--- config.mk ---
export PLATFORM = sky130hd
export DESIGN_NAME = fir_mac_filter_flat
export DESIGN_NICKNAME = d
export VERILOG_FILES = /design/src/rtl/fir_mac_filter_if.sv /design/src/rtl/fir_mac_filter.sv /design/src/flat_wrapper.sv
export SDC_FILE = /design/constraint.sdc
export NUM_CORES = 1
export LEC_CHECK = 0
export BUFFER_PORTS_ARGS = -buffer_cell sky130_fd_sc_hd__buf_2
export CORE_ASPECT_RATIO = 1.1
export CORE_MARGIN = 2
export CORE_UTILIZATION = 60
export CTS_BUF_LIST = sky130_fd_sc_hd__clkbuf_8
export CTS_CLUSTER_DIAMETER = 50
export DETAILED_ROUTE_END_ITERATION = 8
export PLACE_DENSITY = 0.78
export SLEW_MARGIN = 20
export SYNTH_ARGS = -nofsm -noshare
export SYNTH_HDL_FRONTEND = slang
export SYNTH_SLANG_ARGS = --single-unit
--- constraint.sdc ---
create_clock -name clk -period 7 [get_ports clk]
set_input_delay 2.1 -clock clk [delete_from_list [all_inputs] [get_ports clk]]
set_output_delay 2.1 -clock clk [all_outputs]
set_load 0.03 [all_outputs]
--- src/rtl/fir_mac_filter_if.sv ---
// Sample/coefficient strobe and filtered-output bundle for fir_mac_filter.
// master drives samples and coefficients; slave is the filter itself.
interface fir_mac_filter_if #(
    parameter int DATA_W  = 8,
    parameter int COEFF_W = 8,
    parameter int OUT_W   = 14
);
    logic signed [DATA_W-1:0]  x_in;
    logic                      in_valid;
    logic                      in_ready;
    logic                      coef_load;
    logic signed [COEFF_W-1:0] coef_in;
    logic signed [OUT_W-1:0]   y_out;
    logic                      out_valid;

    modport master (
        output x_in, in_valid, coef_load, coef_in,
        input  in_ready, y_out, out_valid
    );

    modport slave (
        input  x_in, in_valid, coef_load, coef_in,
        output in_ready, y_out, out_valid
    );
endinterface

--- src/rtl/fir_mac_filter.sv ---
// Time-multiplexed FIR: one shared signed MAC, one tap per clock, run-time coefficient shift-in.
// Define FIR_SATURATE_EN to clamp the narrowed output instead of two's-complement wrapping.
module fir_mac_filter #(
    parameter int TAPS      = 8,
    parameter int DATA_W    = 8,
    parameter int COEFF_W   = 8,
    parameter int OUT_W     = 14,
    parameter int OUT_SHIFT = 0
) (
    input  logic             clk,
    input  logic             rst_n,
    fir_mac_filter_if.slave  bus
);
    localparam int ACC_W  = DATA_W + COEFF_W + $clog2(TAPS);
    localparam int IDX_W  = $clog2(TAPS);
    localparam int PROD_W = DATA_W + COEFF_W;
    localparam int EXT_W  = ACC_W + OUT_W;

    localparam logic [1:0] S_IDLE = 2'd0;
    localparam logic [1:0] S_MAC  = 2'd1;
    localparam logic [1:0] S_DONE = 2'd2;

    localparam logic [IDX_W-1:0] LAST_IDX = IDX_W'(TAPS - 1);

    logic [1:0]                r_state;
    logic signed [DATA_W-1:0]  r_d [TAPS];
    logic signed [COEFF_W-1:0] r_h [TAPS];
    logic signed [ACC_W-1:0]   r_acc;
    logic [IDX_W-1:0]          r_idx;
    logic signed [OUT_W-1:0]   r_y_out;
    logic                      r_out_valid;
    logic                      r_in_ready;

    logic signed [PROD_W-1:0]  w_prod;
    logic signed [ACC_W-1:0]   w_acc_next;
    logic signed [EXT_W-1:0]   w_shifted;
    logic signed [OUT_W-1:0]   w_y_next;

    assign w_prod     = r_h[r_idx] * r_d[r_idx];
    assign w_acc_next = r_acc + ACC_W'(w_prod);
    // Widen before shifting so the selected window never runs past the accumulator MSB.
    assign w_shifted  = EXT_W'(w_acc_next) >>> OUT_SHIFT;

`ifdef FIR_SATURATE_EN
    localparam logic signed [EXT_W-1:0] OUT_MAX = {{(EXT_W-OUT_W+1){1'b0}}, {(OUT_W-1){1'b1}}};
    localparam logic signed [EXT_W-1:0] OUT_MIN = {{(EXT_W-OUT_W+1){1'b1}}, {(OUT_W-1){1'b0}}};

    always_comb begin
        w_y_next = OUT_W'(w_shifted);
        if (w_shifted > OUT_MAX) begin
            w_y_next = OUT_W'(OUT_MAX);
        end else if (w_shifted < OUT_MIN) begin
            w_y_next = OUT_W'(OUT_MIN);
        end
    end
`else
    assign w_y_next = OUT_W'(w_shifted);
`endif

    always_ff @(posedge clk) begin
        if (!rst_n) begin
            r_state     <= S_IDLE;
            r_acc       <= '0;
            r_idx       <= '0;
            r_y_out     <= '0;
            r_out_valid <= 1'b0;
            r_in_ready  <= 1'b0;
            // NOTE: delay line and coefficient bank are flops, not RAM, so reset clears them
            // and restores the impulse bank (passthrough filter).
            for (int k = 0; k < TAPS; k++) begin
                r_d[k] <= '0;
                r_h[k] <= (k == 0) ? COEFF_W'(1) : '0;
            end
        end else begin
            r_out_valid <= 1'b0;
            case (r_state)
                S_IDLE: begin
                    r_in_ready <= 1'b1;
                    if (bus.in_valid && r_in_ready) begin
                        if (bus.coef_load) begin
                            for (int k = 0; k < TAPS - 1; k++) begin
                                r_h[k] <= r_h[k+1];
                            end
                            r_h[TAPS-1] <= bus.coef_in;
                        end else begin
                            r_d[0] <= bus.x_in;
                            for (int k = 1; k < TAPS; k++) begin
                                r_d[k] <= r_d[k-1];
                            end
                            r_acc      <= '0;
                            r_idx      <= '0;
                            r_in_ready <= 1'b0;
                            r_state    <= S_MAC;
                        end
                    end
                end
                S_MAC: begin
                    r_acc <= w_acc_next;
                    r_idx <= r_idx + 1'b1;
                    if (r_idx == LAST_IDX) begin
                        r_y_out     <= w_y_next;
                        r_out_valid <= 1'b1;
                        r_state     <= S_DONE;
                    end
                end
                S_DONE: begin
                    r_in_ready <= 1'b1;
                    r_state    <= S_IDLE;
                end
                default: begin
                    r_in_ready <= 1'b0;
                    r_state    <= S_IDLE;
                end
            endcase
        end
    end

    assign bus.in_ready  = r_in_ready;
    assign bus.y_out     = r_y_out;
    assign bus.out_valid = r_out_valid;
endmodule

--- src/flat_wrapper.sv ---
// flat-port wrapper written by rule: the top's interface ports become plain ports
module fir_mac_filter_flat 
#(
    parameter int TAPS      = 8,
    parameter int DATA_W    = 8,
    parameter int COEFF_W   = 8,
    parameter int OUT_W     = 14,
    parameter int OUT_SHIFT = 0
)
  (clk, rst_n, bus_x_in, bus_in_valid, bus_coef_load, bus_coef_in, bus_in_ready, bus_y_out, bus_out_valid);
  fir_mac_filter_if #(.DATA_W(DATA_W), .COEFF_W(COEFF_W), .OUT_W(OUT_W)) bus_i ();
  input  logic clk;
  input  logic rst_n;
  input wire logic [$bits(bus_i.x_in)-1:0] bus_x_in;
  input wire logic [$bits(bus_i.in_valid)-1:0] bus_in_valid;
  input wire logic [$bits(bus_i.coef_load)-1:0] bus_coef_load;
  input wire logic [$bits(bus_i.coef_in)-1:0] bus_coef_in;
  output wire logic [$bits(bus_i.in_ready)-1:0] bus_in_ready;
  output wire logic [$bits(bus_i.y_out)-1:0] bus_y_out;
  output wire logic [$bits(bus_i.out_valid)-1:0] bus_out_valid;
  assign bus_i.x_in = bus_x_in;
  assign bus_i.in_valid = bus_in_valid;
  assign bus_i.coef_load = bus_coef_load;
  assign bus_i.coef_in = bus_coef_in;
  assign bus_in_ready = bus_i.in_ready;
  assign bus_y_out = bus_i.y_out;
  assign bus_out_valid = bus_i.out_valid;
  fir_mac_filter #(.TAPS(TAPS), .DATA_W(DATA_W), .COEFF_W(COEFF_W), .OUT_W(OUT_W), .OUT_SHIFT(OUT_SHIFT)) u_core (.clk(clk), .rst_n(rst_n), .bus(bus_i));
endmodule
==> results of run 1 <==
final cells by class:
cell class | instances | share of cell area, %
inverter | 61 | 2.21
tap | 200 | 2.42
timing repair buffer | 50 | 2.78
clock inverter | 15 | 1.95
clock buffer | 17 | 2.26
sequential | 166 | 44.5
multi-input combinational | 472 | 43.8
Yosys cell counts (2+ instances only):
cell type	n
nand3_1	2
clkbuf_1	30
xor2_1	2
o21ai_0	4
or3_1	2
and2_1	83
dfxtp_1	38
a21oi_1	7
mux2i_1	7
fa_1	60
a21boi_0	10
inv_1	56
mux2i_2	2
edfxtp_1	128
inv_2	5
and3_1	51
nand2_1	45
mux2i_4	3
a22oi_1	12
o21a_1	2
xnor2_1	15
buf_1	2
o21bai_1	2
ha_1	34
nand2b_1	12
nor2_1	36
o21ai_1	2
a21o_1	2
or2_1	4
a2bb2oi_1	2
nor3_1	3
mux2_2	5
nor2b_1	21
mux4_2	32
buf_2	3
sequential cells by signal, indices dropped and copies added (netlist names), named ones only:
signal                flops
u_core.r_d               64
u_core.r_h               64
u_core.bus.y_out         14
u_core.r_acc             14
u_core.r_idx              3
u_core.r_state            2
u_core.bus.in_ready       1
u_core.bus.out_valid      1
cell usage in the layout (no fill, tap or decap), types with 3 or more instances in the layout:
cell type   instances
a21boi_0           10
a21oi_1             7
a22oi_1            12
and2_1             83
and3_1             51
buf_2              35
buf_4              15
bufinv_16           4
clkbuf_8           17
clkinvlp_4          4
dfxtp_1            37
edfxtp_1          128
fa_1               60
ha_1               34
inv_1              56
inv_2               5
mux2_2              5
mux2i_1             7
mux2i_4             3
mux4_2             32
nand2_1            44
nand2b_1           11
nor2_1             36
nor2b_1            21
nor3_1              3
o21ai_0             4
or2_1               4
xnor2_1            15
power by group through the flow:
stage | Sequential, mW | Clock, mW | Combinational, mW
after global placement | 1.16 | 0 | 0.714
after floorplan | 1.16 | 0 | 0.580
final | 1.15 | 0.754 | 0.732
after CTS | 1.15 | 0.767 | 0.737
after global routing | 1.15 | 0.805 | 0.830
after detailed placement | 1.17 | 0 | 0.732
worst max-delay path: cells and delay by family (launching register included):
kind	cells	cell delay (ns)
multiplexers	2	1.21
adder cells (fa/ha/maj)	6	2.85
AO/OA/AOI/OAI	5	1.18
AND/OR/NAND/NOR	2	0.18
buffers and inverters	3	0.42
flip-flops	1	0.33
layer usage:
| layer | GRT usage (%) | part of all wire, % |
|---|---|---|
| met5 | 0 | 0 |
| met4 | 8.24 | 2.1 |
| met3 | 4.24 | 3.0 |
| met2 | 37.8 | 52 |
| met1 | 31.4 | 43 |
cells by family (layout without fill, tap and decap cells):
group,count (synthesis),after routing
simple gates,263,263
flops,166,166
buf+inv,99,143
fa+ha+maj,94,94
mux,49,49
compound gates,48,48
xor+xnor,18,18
stage by stage:
stage | hold WS (ns) | power [mW]
floorplan | 0.449 | 1.74
global placement | 0.453 | 1.88
detailed placement | 0.458 | 1.90
CTS | 0.469 | 2.65
global route | 0.501 | 2.79
finish | 0.465 | 2.63
final timing paths:
kind                            depth (start not counted)  slack [ns]                  end                start
worst max-delay path                                   18        0.71     u_core.r_acc[12]            flip-flop
worst max register to register                         18        0.71     u_core.r_acc[12]            flip-flop
worst min-delay path                                    2        0.47  u_core.bus.y_out[0]  u_core.bus.y_out[0]
worst min register to register                          2        0.47  u_core.bus.y_out[0]  u_core.bus.y_out[0]
==> results.py, run 1 <==
metrics = {
    "power": {
        "pwr-share-seq_pct": 43.5,
        "p_leak_nw": 4.35,
        "p_comb_share_pct": 27.8,
        "ir_drop_v": 0.000160,
        "p_sw_mw": 0.793,
        "swShare_pct": 30.1,
        "p_per_area_mw_per_mm2": 255,
        "internal_power_mw": 1.84,
        "p_clk_share_pct": 28.6,
    },
    "routing": {
        "drtIter0Drc": 303,
        "dr.pass1.iters": 4,
        "antenna_left": 0,
        "avgViaCountPerCell": 5.70,
        "wire_per_inst_um": 17.7,
        "routed_wl_um": 17400,
        "drc": 0,
        "vias": 5592,
    },
    "cells_and_area": {
        "stdcell_count": 981,
        "area_growth_pct": 8.62,
        "nFillCells": 1140,
        "nNetsFinal": 882,
        "n_antenna_cell": 0,
        "multi_input_area_mm2": 0.00453,
        "final_util_pct": 66.2,
        "regArea_mm2": 0.00461,
        "final_area_mm2": 0.0103,
        "drive_gt1_share_pct": 17.3,
    },
    "synthesis": {
        "synth.distinct_cells": 48,
        "synth_cells": 737,
        "synth_xor_area_share_pct": 1.80,
        "synth-warning-count": 0,
        "async_reset_ff_share_pct": 0,
        "synth_mux_area_share_pct": 9.90,
        "synth-adder-area-share_pct": 17.1,
        "ys.flop_type": "edfxtp_1",
        "synthTopCellsByArea": "edfxtp_1 40%, fa_1 13%, dfxtp_1 8.0%",
        "synth_area_leader_cell": "edfxtp_1",
        "synth_nets": 851,
        "synthSimpleGateAreaFrac_pct": 15.1,
        "synth.cell_area_mm2": 0.00952,
        "synth_top_cell_area_share_pct": 40.4,
        "avgSynthCellArea_um2": 12.9,
        "synth_top_family_by_area": "adder cells",
        "synth_seq_cells": 166,
        "synth_compound_area_share_pct": 3.56,
        "synth-edff-count": 128,
        "yosysSeqAreaShare_pct": 48.4,
    },
    "die": {
        "die-area_mm2": 0.0169,
        "start_util_pct": 61.0,
        "core_area_mm2": 0.0156,
        "die_y_um": 136,
        "fp-row-count": 48,
        "ios": 36,
        "die-width_um": 124,
    },
    "clock_network": {
        "cts_resized": 0,
        "clock_latency_ns": 0.47,
        "cts_tree": "yes",
        "clockRootBuffer": "clkbuf_8",
        "clkTransAtPathRegs_ns": 0.08,
        "post_cts.repair.setup_buffers": 0,
        "cts_inserted_buffers": 17,
        "numClockSinks": 166,
        "htreeDepth": 4,
        "cts.path.max_buffers": 2,
        "holdBufCountCts": 0,
    },
    "critical_path": {
        "path_max_fanout": 12,
        "critPathMaxStageDelay_ns": 0.67,
        "cp-end-kind": "flip-flop",
        "crit_arrival_ns": 6.65,
        "path_cells": "buf_4 -> mux4_2 -> mux2i_1 -> inv_2 -> nand2_1 -> fa_1 -> fa_1 -> inv_1 -> fa_1 -> fa_1 -> fa_1 -> ha_1 -> a21oi_1 -> o21bai_1 -> a2111o_1 -> a31o_1 -> a32oi_1 -> nor2b_1",
        "crit_slowest_cell": "mux2i_1",
        "startpoint_type": "flip-flop",
        "path_class": "reg2reg",
        "path_common_cell": "fa_1",
        "crit_required_ns": 7.36,
    },
    "placement": {
        "numPortBuffers": 35,
        "pre_cts_slack_ns": 0.782,
        "placed_cells": 949,
        "place_area_mm2": 0.00990,
        "dp.final_hpwl_um": 12100,
        "gp_congestion": 0.855,
    },
    "grt": {
        "grt_max_degree": 68,
        "grt_usage_pct": 23.2,
        "grt_pass1_wl_um": 29600,
        "global_route.overflow_total": 0,
        "antenna_found_initial": 0,
        "grt_pass1_vias": 5986,
    },
    "sta": {
        "timing.fmax_mhz": 159,
        "fin_crit_ns": 6.29,
        "worst_slew_pin_slew_ns": 0.822,
        "rsz0062_at_grt": "no",
        "max_slew_margin_pct": 43.6,
        "slew_violations": 0,
        "fin_skew_ns": 0.0204,
        "tns_ns": 0,
        "setup_slack_ns": 0.707,
        "fin_crit_sh_pct": 89.9,
        "hold_violations": 0,
        "finalSetupViolCount": 0,
    },
    "outcome": {
        "outcome": "completed",
    },
    "hold_path": {
        "min_path_type": "reg2reg",
    },
    "run": {
        "maxCapViolations": 0,
    },
}
Note: power is estimated with default switching activity, not from simulation.
==> run 2: changes to the inputs <==
- BUFFER_PORTS_ARGS: -buffer_cell sky130_fd_sc_hd__buf_2 -> -buffer_cell sky130_fd_sc_hd__buf_4
- CORE_ASPECT_RATIO: 1.1 -> default
==> results.py, run 2 (synthesized netlist as in run 1, its figures left out) <==
metrics = {
    "clock_network": {
        "clockRootBuffer": "clkbuf_8",
        "holdBufCountCts": 0,
        "clkTransAtPathRegs_ns": 0.09,
        "clock_latency_ns": 0.46,
        "cts_inserted_buffers": 17,
        "post_cts.repair.setup_buffers": 0,
        "cts_tree": "yes",
        "numClockSinks": 166,
        "htreeDepth": 4,
        "cts.path.max_buffers": 2,
        "cts_resized": 0,
    },
    "sta": {
        "tns_ns": 0,
        "worst_slew_pin_slew_ns": 0.925,
        "max_slew_margin_pct": 38.3,
        "fin_crit_sh_pct": 89.7,
        "finalSetupViolCount": 0,
        "fin_crit_ns": 6.28,
        "rsz0062_at_grt": "no",
        "slew_violations": 0,
        "fin_skew_ns": 0.0157,
        "setup_slack_ns": 0.723,
        "hold_violations": 0,
        "timing.fmax_mhz": 159,
    },
    "critical_path": {
        "path_class": "reg2reg",
        "path_max_fanout": 29,
        "r2r-end": "u_core.r_acc[12]",
        "cp-end-kind": "flip-flop",
        "crit_required_ns": 7.34,
        "startpoint_type": "flip-flop",
        "rrSetupSlack_ns": 0.72,
        "worstSetupEndpoint": "u_core.r_acc[12]",
        "reg2reg_depth": 17,
        "crit_arrival_ns": 6.62,
    },
    "hold_path": {
        "min_path_type": "reg2reg",
        "hold_path_depth": 2,
        "holdCritStartpoint": "u_core.bus.y_out[2]",
    },
    "grt": {
        "antenna_found_initial": 0,
        "grt_pass1_wl_um": 29700,
        "grt_usage_pct": 23.3,
        "global_route.overflow_total": 0,
        "grt_max_degree": 119,
        "grt_pass1_vias": 5823,
    },
    "routing": {
        "antenna_left": 0,
        "vias": 5546,
        "wire_per_inst_um": 18.0,
        "drc": 0,
        "routed_wl_um": 17900,
        "dr.pass1.iters": 5,
        "avgViaCountPerCell": 5.57,
        "drtIter0Drc": 412,
    },
    "die": {
        "die-area_mm2": 0.0169,
        "fp-row-count": 46,
        "die-width_um": 130,
        "core_area_mm2": 0.0157,
        "die_y_um": 130,
        "ios": 36,
        "start_util_pct": 60.6,
    },
    "placement": {
        "gp_congestion": 0.891,
        "place_area_mm2": 0.0100,
        "numPortBuffers": 35,
        "dp.final_hpwl_um": 12300,
        "pre_cts_slack_ns": 0.693,
        "placed_cells": 964,
    },
    "cells_and_area": {
        "drive_gt1_share_pct": 16.8,
        "final_area_mm2": 0.0104,
        "stdcell_count": 996,
        "reg_top3": "u_core.r_d x64, u_core.r_h x64",
        "nNetsFinal": 881,
        "n_antenna_cell": 0,
        "area_growth_pct": 9.32,
        "final_common_cell": "edfxtp_1",
        "most-common-layout-cells": "128 x edfxtp_1, 83 x and2_1, 60 x fa_1",
    },
    "power": {
        "p_leak_nw": 4.36,
        "p_per_area_mw_per_mm2": 249,
        "ir_drop_v": 0.000148,
        "power_mw": 2.59,
    },
    "outcome": {
        "outcome": "completed",
    },
    "run": {
        "maxCapViolations": 0,
    },
}
[run 2: cell type report]
| class | instances | area, um2 |
|---|---|---|
| clock inverter | 15 | 155 |
| clock buffer | 17 | 234 |
| timing repair buffer | 49 | 380 |
| inverter | 61 | 229 |
| tap | 216 | 270 |
| fill | 1111 | 5310 |
| sequential | 166 | 4610 |
| multi-input combinational | 472 | 4530 |
[run 2: how the worst min path moves through the flow]
| stage | endpoint | slack (ns) |
|---|---|---|
| final | u_core.bus.y_out[2] | 0.47 |
| after detailed placement | u_core.bus.y_out[2] | 0.46 |
| after global routing | u_core.bus.y_out[0] | 0.51 |
| after global placement | u_core.bus.y_out[10] | 0.46 |
| after floorplan | u_core.r_acc[13] | 0.45 |
| after CTS | u_core.bus.y_out[2] | 0.48 |
[run 2: power by group]
part | switching (mW) | internal, mW
clock network | 0.365 | 0.321
logic | 0.420 | 0.339
registers | 0.0301 | 1.12
[run 2: metal layers]
layer | global-route usage, % | routed length [um] | vias up
li1 | - | - | 2609
met1 | 33.4 | 7940 | 2790
met2 | 36.9 | 8910 | 133
met3 | 4.43 | 875 | 14
met4 | 6.83 | 198 | 0
met5 | 0 | 0 | -
[run 2: critical path, cell delays in order, from the launching register on]
cell      delay, ns
dfxtp_2        0.42
buf_12         0.27
mux4_2         0.54
mux2i_1        0.64
or2_1          0.22
fa_1           0.43
fa_1           0.50
inv_1          0.06
fa_1           0.50
fa_1           0.52
fa_1           0.49
ha_1           0.35
a21oi_1        0.23
o21bai_1       0.11
a2111o_1       0.43
a31o_1         0.20
a32oi_1        0.19
nor2b_1        0.06
[run 2: per-stage QoR]
| step | hold slack, ns | utilization (%) |
|---|---|---|
| after floorplan | 0.449 | - |
| after global placement | 0.460 | 63.7 |
| after detailed placement | 0.464 | 63.7 |
| after CTS | 0.477 | 66.2 |
| after global routing | 0.508 | 66.2 |
| final | 0.473 | 66.2 |
==> run 3: changes to the inputs <==
- PLACE_DENSITY: 0.78 -> 0.85
==> results.py, run 3 (synthesized netlist as in run 1, its figures left out) <==
metrics = {
    "clock_network": {
        "clkTransAtPathRegs_ns": 0.09,
        "post_cts.repair.setup_buffers": 0,
        "numClockSinks": 166,
        "cts.path.max_buffers": 2,
        "clock_latency_ns": 0.46,
        "htreeDepth": 4,
        "cts_resized": 0,
        "cts_inserted_buffers": 17,
        "holdBufCountCts": 0,
        "cts_tree": "yes",
        "clockRootBuffer": "clkbuf_8",
    },
    "critical_path": {
        "path_buf_inv": 2,
        "r2r-end": "u_core.r_acc[12]",
        "path_cells": "buf_12 -> mux4_2 -> mux2i_1 -> or2_1 -> fa_1 -> fa_1 -> inv_1 -> fa_1 -> fa_1 -> fa_1 -> ha_1 -> a21oi_1 -> o21bai_1 -> a2111o_1 -> a31o_1 -> a32oi_1 -> nor2b_1",
        "path_class": "reg2reg",
        "crit_slowest_cell": "mux2i_1",
        "crit_arrival_ns": 6.64,
        "startpoint_type": "flip-flop",
        "critPathMaxStageDelay_ns": 0.58,
        "path_common_cell": "fa_1",
        "rrSetupSlack_ns": 0.71,
        "cp.depth": 17,
        "cp-end-kind": "flip-flop",
        "crit_family": "adder cells",
        "path_max_fanout": 17,
        "reg2reg_depth": 17,
        "crit_required_ns": 7.35,
    },
    "routing": {
        "routed_wl_um": 17800,
        "dr.pass1.iters": 5,
        "avgViaCountPerCell": 5.71,
        "drtIter0Drc": 466,
        "drc": 0,
        "antenna_left": 0,
        "wire_per_inst_um": 17.9,
        "vias": 5686,
    },
    "power": {
        "p_comb_share_pct": 28.7,
        "internal_power_mw": 1.81,
        "swShare_pct": 30.7,
        "p_sw_mw": 0.805,
        "ir_drop_v": 0.000314,
        "p_per_area_mw_per_mm2": 251,
        "p_clk_share_pct": 27.4,
        "pwr-share-seq_pct": 43.9,
        "p_leak_nw": 4.36,
    },
    "die": {
        "core_area_mm2": 0.0157,
        "die-area_mm2": 0.0169,
        "die_y_um": 130,
        "die-width_um": 130,
        "ios": 36,
        "fp-row-count": 46,
        "start_util_pct": 60.6,
    },
    "cells_and_area": {
        "final_common_cell": "edfxtp_1",
        "drive_gt1_share_pct": 17.1,
        "nFillCells": 1087,
        "nNetsFinal": 880,
        "most-common-layout-cells": "128 x edfxtp_1, 83 x and2_1, 60 x fa_1",
        "n_antenna_cell": 0,
        "area_growth_pct": 9.49,
        "reg_top3": "u_core.r_d x64, u_core.r_h x64",
    },
    "sta": {
        "holdWs_ns": 0.469,
        "timing.fmax_mhz": 159,
        "slew_violations": 0,
        "max_slew_margin_pct": 38.4,
        "fin_crit_sh_pct": 89.9,
        "tns_ns": 0,
        "fin_skew_ns": 0.0157,
        "fin_crit_ns": 6.29,
        "hold_violations": 0,
        "worst_slew_pin_slew_ns": 0.925,
        "rsz0062_at_grt": "no",
        "finalSetupViolCount": 0,
    },
    "grt": {
        "global_route.overflow_total": 0,
        "grt_max_degree": 119,
        "antenna_found_initial": 0,
        "grt_usage_pct": 23.1,
        "grt_pass1_wl_um": 29700,
        "grt_pass1_vias": 5993,
    },
    "placement": {
        "numPortBuffers": 35,
        "dp.final_hpwl_um": 12400,
        "gp_congestion": 0.907,
    },
    "hold_path": {
        "holdCritStartpoint": "u_core.bus.y_out[12]",
        "min_path_type": "reg2reg",
        "whs_endpoint": "u_core.bus.y_out[12]",
        "hold_path_depth": 2,
    },
    "run": {
        "maxCapViolations": 0,
    },
    "outcome": {
        "outcome": "completed",
    },
}
run 3: power groups by stage:
stage | Combinational, mW | Clock, mW | Sequential [mW]
final | 0.752 | 0.717 | 1.15
after global placement | 0.725 | 0 | 1.17
after CTS | 0.754 | 0.728 | 1.15
after global routing | 0.845 | 0.765 | 1.15
after floorplan | 0.580 | 0 | 1.16
after detailed placement | 0.742 | 0 | 1.17
run 3: area by class of cell:
type	count	area, um2	area share [%]
clock inverter	15	176	1.69
timing repair buffer	48	373	3.58
tap	216	270	2.59
sequential	166	4610	44.2
clock buffer	17	234	2.25
inverter	61	229	2.20
multi-input combinational	472	4530	43.5
run 3: stage by stage:
step / utilization (%) / std cells / setup slack (ns) / power (mW) / cell area [um2]
floorplan: - / 737 / 0.980 / 1.74 / 9520
global placement: 63.7 / 963 / 0.888 / 1.89 / 10000
detailed placement: 63.7 / 963 / 0.740 / 1.91 / 10000
CTS: 66.3 / 995 / 0.712 / 2.63 / 10400
global route: 66.3 / 995 / 0.419 / 2.76 / 10400
finish: 66.3 / 995 / 0.710 / 2.62 / 10400
run 3: worst max-delay path by stage:
stage,start,slack [ns],endpoint
floorplan,flip-flop,0.98,u_core.r_acc[12]
global placement,flip-flop,0.89,u_core.r_acc[12]
detailed placement,flip-flop,0.74,u_core.r_acc[12]
CTS,flip-flop,0.71,u_core.r_acc[12]
global route,flip-flop,0.42,u_core.r_acc[12]
finish,flip-flop,0.71,u_core.r_acc[12]
run 3: worst register-to-register path, delay by kind of cell (launching register included):
family                   cells  cell delay [ns]
AND/OR/NAND/NOR              2             0.29
flip-flops                   1             0.49
adder cells (fa/ha/maj)      6             2.82
buffers and inverters        2             0.29
AO/OA/AOI/OAI                5             1.20
multiplexers                 2             1.10
run 3: routing by layer:
metal,global-route usage (%),wire [um],vias to the layer above
met5,0,0,-
met4,6.89,298,0
met3,4.92,702,27
met2,38.4,9260,138
met1,31.2,7580,2916
li1,-,-,2605
